===== src/rtl/core_types_pkg.sv =====
// rtl/core_types_pkg.sv - shared core sizing constants
package core_types_pkg;

    localparam int RAS_ENTRIES      = 8;
    localparam int RAS_INDEX_WIDTH  = $clog2(RAS_ENTRIES);
    localparam int RAS_TARGET_WIDTH = 31;

endpackage


===== src/rtl/ras_stack.sv =====
// rtl/ras_stack.sv - return address stack with circular overwrite and checkpoint restore
module ras_stack #(
    parameter int RAS_ENTRIES      = core_types_pkg::RAS_ENTRIES,
    parameter int RAS_INDEX_WIDTH  = core_types_pkg::RAS_INDEX_WIDTH,
    parameter int RAS_TARGET_WIDTH = core_types_pkg::RAS_TARGET_WIDTH
) (
    input  logic                        CLK,
    input  logic                        nRST,
    input  logic                        push_valid,
    input  logic [RAS_TARGET_WIDTH-1:0] push_target,
    input  logic                        pop_valid,
    input  logic                        restore_valid,
    input  logic [RAS_INDEX_WIDTH-1:0]  restore_index,
    input  logic [RAS_INDEX_WIDTH:0]    restore_count,
    output logic [RAS_TARGET_WIDTH-1:0] top_target,
    output logic                        top_valid,
    output logic [RAS_INDEX_WIDTH-1:0]  ras_index,
    output logic [RAS_INDEX_WIDTH:0]    ras_count
);

    localparam logic [RAS_INDEX_WIDTH:0] COUNT_FULL = RAS_ENTRIES[RAS_INDEX_WIDTH:0];

    logic [RAS_TARGET_WIDTH-1:0] entries [RAS_ENTRIES];
    logic [RAS_INDEX_WIDTH-1:0]  ptr;
    logic [RAS_INDEX_WIDTH:0]    cnt;
    logic [RAS_INDEX_WIDTH-1:0]  ptr_inc;
    logic [RAS_INDEX_WIDTH-1:0]  ptr_dec;
    logic                        empty;

    // Pointer arithmetic wraps naturally because the depth is a power of two.
    assign ptr_inc = ptr + 1'b1;
    assign ptr_dec = ptr - 1'b1;
    assign empty   = (cnt == '0);

    always_ff @(posedge CLK or negedge nRST) begin
        if (!nRST) begin
            ptr <= '0;
            cnt <= '0;
            for (int i = 0; i < RAS_ENTRIES; i++) begin
                entries[i] <= '0;
            end
        end else if (restore_valid) begin
            ptr <= restore_index;
            cnt <= (restore_count > COUNT_FULL) ? COUNT_FULL : restore_count;
        end else if (push_valid && (!pop_valid || empty)) begin
            // A full stack silently overwrites its oldest slot; count saturates.
            ptr              <= ptr_inc;
            entries[ptr_inc] <= push_target;
            cnt              <= (cnt == COUNT_FULL) ? COUNT_FULL : cnt + 1'b1;
        end else if (push_valid && pop_valid) begin
            entries[ptr] <= push_target;
        end else if (pop_valid && !empty) begin
            ptr <= ptr_dec;
            cnt <= cnt - 1'b1;
        end
    end

    assign top_target = entries[ptr];
    assign top_valid  = !empty;
    assign ras_index  = ptr;
    assign ras_count  = cnt;

endmodule


===== config.mk =====
export PLATFORM = sky130hd
export DESIGN_NAME = ras_stack
export DESIGN_NICKNAME = d
export VERILOG_FILES = /design/src/rtl/core_types_pkg.sv /design/src/rtl/ras_stack.sv
export SDC_FILE = /design/constraint.sdc
export NUM_CORES = 1
export LEC_CHECK = 0
export ABC_CLOCK_PERIOD_IN_PS = 3060
export CORE_MARGIN = 1
export CORE_UTILIZATION = 31
export CTS_BUF_LIST = sky130_fd_sc_hd__clkbuf_2 sky130_fd_sc_hd__clkbuf_4 sky130_fd_sc_hd__clkbuf_8
export DETAILED_ROUTE_END_ITERATION = 8
export SYNTH_ARGS = -nofsm -noshare
export SYNTH_HDL_FRONTEND = slang
export SYNTH_SLANG_ARGS = --single-unit

===== constraint.sdc =====
create_clock -name CLK -period 3.06 [get_ports CLK]
set_input_delay 0.306 -clock CLK [delete_from_list [all_inputs] [get_ports CLK]]
set_output_delay 0.306 -clock CLK [all_outputs]
set_load 0.05 [all_outputs]

After elaboration in Yosys (flattened, before gate mapping)
Index checks and enable logic that the tools add are counted.

storage, ports and cells
  flip-flop bits (word level) = 255
  bits of input ports = 43
  output and inout bits = 39
  word-level logic and storage cells = 58

cells by class
  $add $sub $neg = 4
  magnitude comparators = 5
  equal/unequal tests = 2
  mux-type cells = 21
  bitwise operators = 3
  reductions and logical operators = 13

operators with widths
  kind                                                                           count
  248-bit bitwise mux                                                            2
  248-bit 2-to-1 mux                                                             2
  31-bit demux with 3-bit select                                                 2
  31-bit 2-to-1 mux                                                              4
  31-bit binary-select mux with 3-bit select                                     1
  4-bit 2-to-1 mux                                                               6
  3-bit 2-to-1 mux                                                               4
  4-bit greater-or-equal comparator (second input constant)                      2
  4-bit by 1-bit less-than comparator with 1-bit output (second input constant)  2
  3-bit NOT with 4-bit output                                                    2
  1-bit logical AND                                                              5
  4-bit by 1-bit adder with 4-bit output (second input constant)                 1
  4-bit == test (second input constant)                                          1
  4-bit greater-than comparator (second input constant)                          1
  4-bit zero test                                                                1
  2-bit AND reduction                                                            2
  4-bit by 1-bit subtractor with 4-bit output (second input constant)            1
  3-bit by 1-bit adder with 3-bit output (second input constant)                 1
  3-bit != test (second input constant)                                          1
  3-bit nonzero test                                                             1
  3-bit by 1-bit subtractor with 3-bit output (second input constant)            1
  1-bit zero test                                                                2
  2-bit nonzero test                                                             1
  1-bit logical OR                                                               1
  1-bit NOT                                                                      1

Longest topological paths before layout
  depth in word-level cells = 8
  depth in mapped cells = 10

Worst setup path after synthesis
No wires, ideal clock.

  path type = reg-to-reg
  from = register ptr[1] (netlist: ras_index[1])
  to = register entries[0] (netlist name)
  setup time = 0.125 ns
  data arrival time = 3.263 ns
  required time = 2.935 ns
  setup slack = -0.328 ns
  stages on the path, launching flop included = 11
  cells stage by stage = dfrtp_1 > buf_2 > buf_2 > inv_1 > clkbuf_1 > ha_1 > buf_1 > nand2_1 > o31ai_2 > buf_4 > mux2_2

between the ends
  longest elaborated chain between the ends = 8
  elaborated cells on any way between the ends = 17
  classes of those cells = add/sub: 1; order compare: 4; mux: 8; bitwise: 2; reduce/logical: 2

ends and longest elaborated chain
  what                                                                                              RTL line                          source
  start: declaration                                                                                ras_stack.sv:24                   logic [RAS_INDEX_WIDTH-1:0] ptr;
  start signal: assignment                                                                          ras_stack.sv:43                   ptr <= restore_index;
  start signal: assignment                                                                          ras_stack.sv:47                   ptr <= ptr_inc;
  start signal: assignment                                                                          ras_stack.sv:53                   ptr <= ptr_dec;
  3-bit by 1-bit adder with 3-bit output / 3-bit NOT with 4-bit output (equally long branches)      ras_stack.sv:31, ras_stack.sv:51
  3-bit NOT with 4-bit output (not written as such) (tied with other cells)                         ras_stack.sv:48                   entries[ptr_inc] <= push_target;
  4-bit greater-or-equal comparator (not written as such) (tied with other cells)                   ras_stack.sv:48
  1-bit logical AND (not written as such) / 31-bit 2-to-1 mux (equally long branches)               ras_stack.sv:48, ras_stack.sv:51
  31-bit 2-to-1 mux (not written as such) / 31-bit demux with 3-bit select (equally long branches)  ras_stack.sv:48, ras_stack.sv:51
  31-bit demux with 3-bit select / 248-bit bitwise mux (equally long branches)                      ras_stack.sv:48, ras_stack.sv:51
  248-bit bitwise mux / 248-bit 2-to-1 mux (equally long branches)                                  ras_stack.sv:48, ras_stack.sv:50
  248-bit 2-to-1 mux *                                                                              ras_stack.sv:45                   end else if (push_valid && (!pop_valid || empty)) begin
  end signal: indexed assignment                                                                    ras_stack.sv:48
  end signal: indexed assignment                                                                    ras_stack.sv:51                   entries[ptr] <= push_target;
  end: declaration                                                                                  ras_stack.sv:23                   logic [RAS_TARGET_WIDTH-1:0] entries [RAS_ENTRIES];

Every way passes the cells marked *; elsewhere a longest branch is shown, timed or not. The select of a mux whose other input is x is not followed.
A chain may end at the register's enable or synchronous reset.

Worst setup path in the final report
  from = register cnt[0] (netlist: ras_count[0])
  to = output port top_valid

between the ends
  longest elaborated chain between the ends = 2

ends and longest elaborated chain
  what                      RTL line         source
  start: declaration        ras_stack.sv:25  logic [RAS_INDEX_WIDTH:0] cnt;
  start signal: assignment  ras_stack.sv:44  cnt <= (restore_count > COUNT_FULL) ? COUNT_FULL : restore_count;
  start signal: assignment  ras_stack.sv:49  cnt <= (cnt == COUNT_FULL) ? COUNT_FULL : cnt + 1'b1;
  start signal: assignment  ras_stack.sv:54  cnt <= cnt - 1'b1;
  4-bit zero test           ras_stack.sv:33  assign empty = (cnt == '0);
  1-bit zero test           ras_stack.sv:59  assign top_valid = !empty;
  end: declaration          ras_stack.sv:16  output logic top_valid,

No other way between the ends.

==> out/metrics.yaml <==
final_area_um2: 15200
finalPower_w: 0.0152
via_per_inst: 5.13
hold_viol: 0
clock_path_buffers: 3
synth_xor_area_frac: 0.00359
num_antenna_cells: 0
htree_levels: 2
yosys-mux-area-fraction: 0.310
ys_ff_latch: 255
synth-simple-area-share: 0.0425
syn_nets: 921
synthAdderAreaFrac: 0.00410
rsz0062_at_grt: "false"
cts_tree: "yes"
clock_latency_ns: 0.57
finClkSkew_ns: 0.0316
netlist-cell-type-count: 54
syn_area_um2: 12200
die_y_um: 200
hpwl_um: 19900
grt_pass1_vias: 8336
antenna_left: 0
synthArstFlopShare: 1.00
final_max_slew_viol_count: 0
synth-seq-area-share: 0.523
slew_headroom: 0.535
pin_count: 82
synth_cells: 874
hp-class: "input pin to async pin"
fin_cells: 1539
syn_avg_cell_area_um2: 14.0
pwr-share-seq: 0.385
switchingPower_w: 0.00504
timing.fmax_mhz: 344
cts-buffers-inserted: 45
clkTransAtPathRegs_ns: 0.06
yosysWarnings: 0
setup_tns_ns: 0
crit_path_end_kind: "output port"
path_max_fanout: 8
final_nets: 1032
period_share: 0.951
post-route-util: 0.391
drv_cap: 0
multi_input_area_um2: 5490
finalCriticalPeriod_ns: 2.91
vias: 7888
reg2reg_slack_ns: 0.22
ff2ff_path_depth: 7
peakVddDrop_uv: 512
synth-edff-count: 0
grt_pass1_wl_um: 51300
timing.critical_path.from: "ras_count[0]$_DFFE_PN0P_"
synth-compound-area-share: 0.0840
power.leakage_nw: 6.45
r2r-start: "ras_count[0]$_DFFE_PN0P_"
routabilityCongestion: 0.776
seq_area_um2: 6390
post-place-cells: 1454
die_x_um: 200
critPathLaunchType: "register"
status: "finished, final reports clean"
drtIter0Drc: 576
place_area_um2: 14200
worstSetupPathType: "register to output port"
drc: 0
drive_gt1_frac: 0.443
arrival_ns: 2.60
synthFlopType: "dfrtp_1"
worstMarginPinSlew_ns: 0.698
rows: 72
fillCellCount: 3692
die_area_um2: 40100
antenna_found_initial: 1
grt_max_degree: 94
core_area_um2: 38700
p_int_w: 0.0102
power.share.clock: 0.216
root_buffer: "clkbuf_8"
port_buffers: 81
initial_core_util: 0.315
first_pass_iters: 7
required_ns: 2.75
synth_top_family_by_area: "multiplexers"
syn_to_final_growth_pct: 24.3
finalWirelength_um: 32400
combPwrFrac: 0.399
grt.total_usage: 0.164
swShare: 0.331
finalSetupViolations: 0
clock-sinks: 255
timing.rr.end: "entries[94]$_DFFE_PN0P_"
power.density_nw_per_um2: 1000
grt_overflow: 0
wl_per_cell_um: 21.0
==> area by class of cell <==
| cell class | count | area share |
|---|---|---|
| timing repair buffer | 132 | 0.108 |
| tap | 518 | 0.0428 |
| inverter | 7 | 0.00173 |
| clock buffer | 74 | 0.0598 |
| clock inverter | 9 | 0.00371 |
| sequential | 255 | 0.422 |
| multi-input combinational | 544 | 0.362 |
==> critical path, stage by stage, from the launching register on <==
cell and delay (ns):
dfrtp_1 0.45, inv_1 0.11, ha_1 0.24, or3b_1 0.50
clkdlybuf4s50_1 0.75
==> power by group through the flow <==
stage	sequential [W]	combinational (W)	clock, W
after floorplan	0.00567	0.00398	0
after global placement	0.00584	0.00601	0
after detailed placement	0.00590	0.00610	0
after CTS	0.00587	0.00613	0.00337
after global routing	0.00607	0.00648	0.00352
final	0.00586	0.00608	0.00329
==> Yosys cell counts (3+ instances only) <==
library cell | n | area share
a221oi_1 | 32 | 0.023
mux2i_1 | 18 | 0.015
o22ai_1 | 10 | 0.0051
mux4_2 | 13 | 0.024
buf_2 | 17 | 0.0070
mux2_1 | 16 | 0.015
nand4_1 | 7 | 0.0036
mux2_4 | 70 | 0.086
o2bb2ai_1 | 5 | 0.0036
a21oi_1 | 14 | 0.0057
xnor2_1 | 4 | 0.0029
a31oi_1 | 3 | 0.0015
nand3_1 | 14 | 0.0057
dfrtp_1 | 255 | 0.52
nand2_1 | 36 | 0.011
clkbuf_1 | 30 | 0.0092
nor3_1 | 3 | 0.0012
o221ai_1 | 11 | 0.0079
nor2_1 | 18 | 0.0055
nor2b_1 | 7 | 0.0036
nand2b_1 | 4 | 0.0021
buf_4 | 4 | 0.0025
buf_6 | 10 | 0.0092
a22oi_1 | 21 | 0.013
mux2_2 | 185 | 0.17
buf_1 | 7 | 0.0022
o41ai_4 | 3 | 0.0068
o21ai_0 | 12 | 0.0049
inv_1 | 7 | 0.0022
ha_1 | 4 | 0.0041
==> registers in the layout, indices dropped and copies added (netlist names) <==
register,cells
entries,248
ras_count,4
ras_index,3
==> routing by layer <==
metal  vias up  track usage  routed length, um
li1       3515            -                  -
met1      4127        0.231              15200
met2       193        0.256              14900
met3        51       0.0335               1700
met4         2       0.0412                582
met5         -            0                 10
==> cells by family (layout without fill, tap and decap cells) <==
group	count (synthesis)	count (layout)
xor+xnor	5	5
simple gates	105	105
fa+ha+maj	4	4
buf+inv	75	222
flops	255	255
mux	302	302
compound gates	128	128
==> repair_timing <==
| action | in CTS | in global routing |
|---|---|---|
| setup buffers | 0 | 1 |
| endpoints found under the hold margin | 50 | 0 |
| resized for setup | 3 | 2 |
| endpoints found under the setup margin | 7 | 8 |
| hold buffers | 1 | 0 |
==> how the worst max path moves through the flow <==
stage                                          end  slack [ns]
after floorplan                      top_target[9]       0.004
after global placement     entries[96]$_DFFE_PN0P_        0.30
after detailed placement  entries[232]$_DFFE_PN0P_        0.22
after CTS                            top_target[5]        0.01
after global routing                     top_valid        0.03
final                                    top_valid        0.15
==> placed cells by master (no fill, tap or decap), drive strengths merged, types with 3 or more instances in the layout <==
master / count
a31oi: 3
o221ai: 11
nand2b: 4
mux2: 271
o41ai: 3
nand2: 36
a22oi: 21
dfrtp: 255
nor3: 3
clkbuf: 74
inv: 8
and2: 3
o22ai: 10
o2bb2ai: 5
mux4: 13
a221oi: 32
clkdlybuf4s50: 49
nor2: 18
o21ai: 12
nand4: 7
mux2i: 18
nand3: 14
clkinv: 6
a21oi: 14
ha: 4
nor2b: 7
xnor2: 4
buf: 82
==> per-stage QoR <==
| step | worst slack (ns) | hold WS (ns) |
|---|---|---|
| 6_report | 0.151 | 0.271 |
| 5_1_grt | 0.0255 | 0.296 |
| 4_1_cts | 0.0110 | 0.267 |
| 3_5_place_dp | 0.217 | 0.256 |
| 3_3_place_gp | 0.301 | 0.260 |
| 2_1_floorplan | 0.00449 | 0.0104 |
Power figures use the tool's default switching activity.
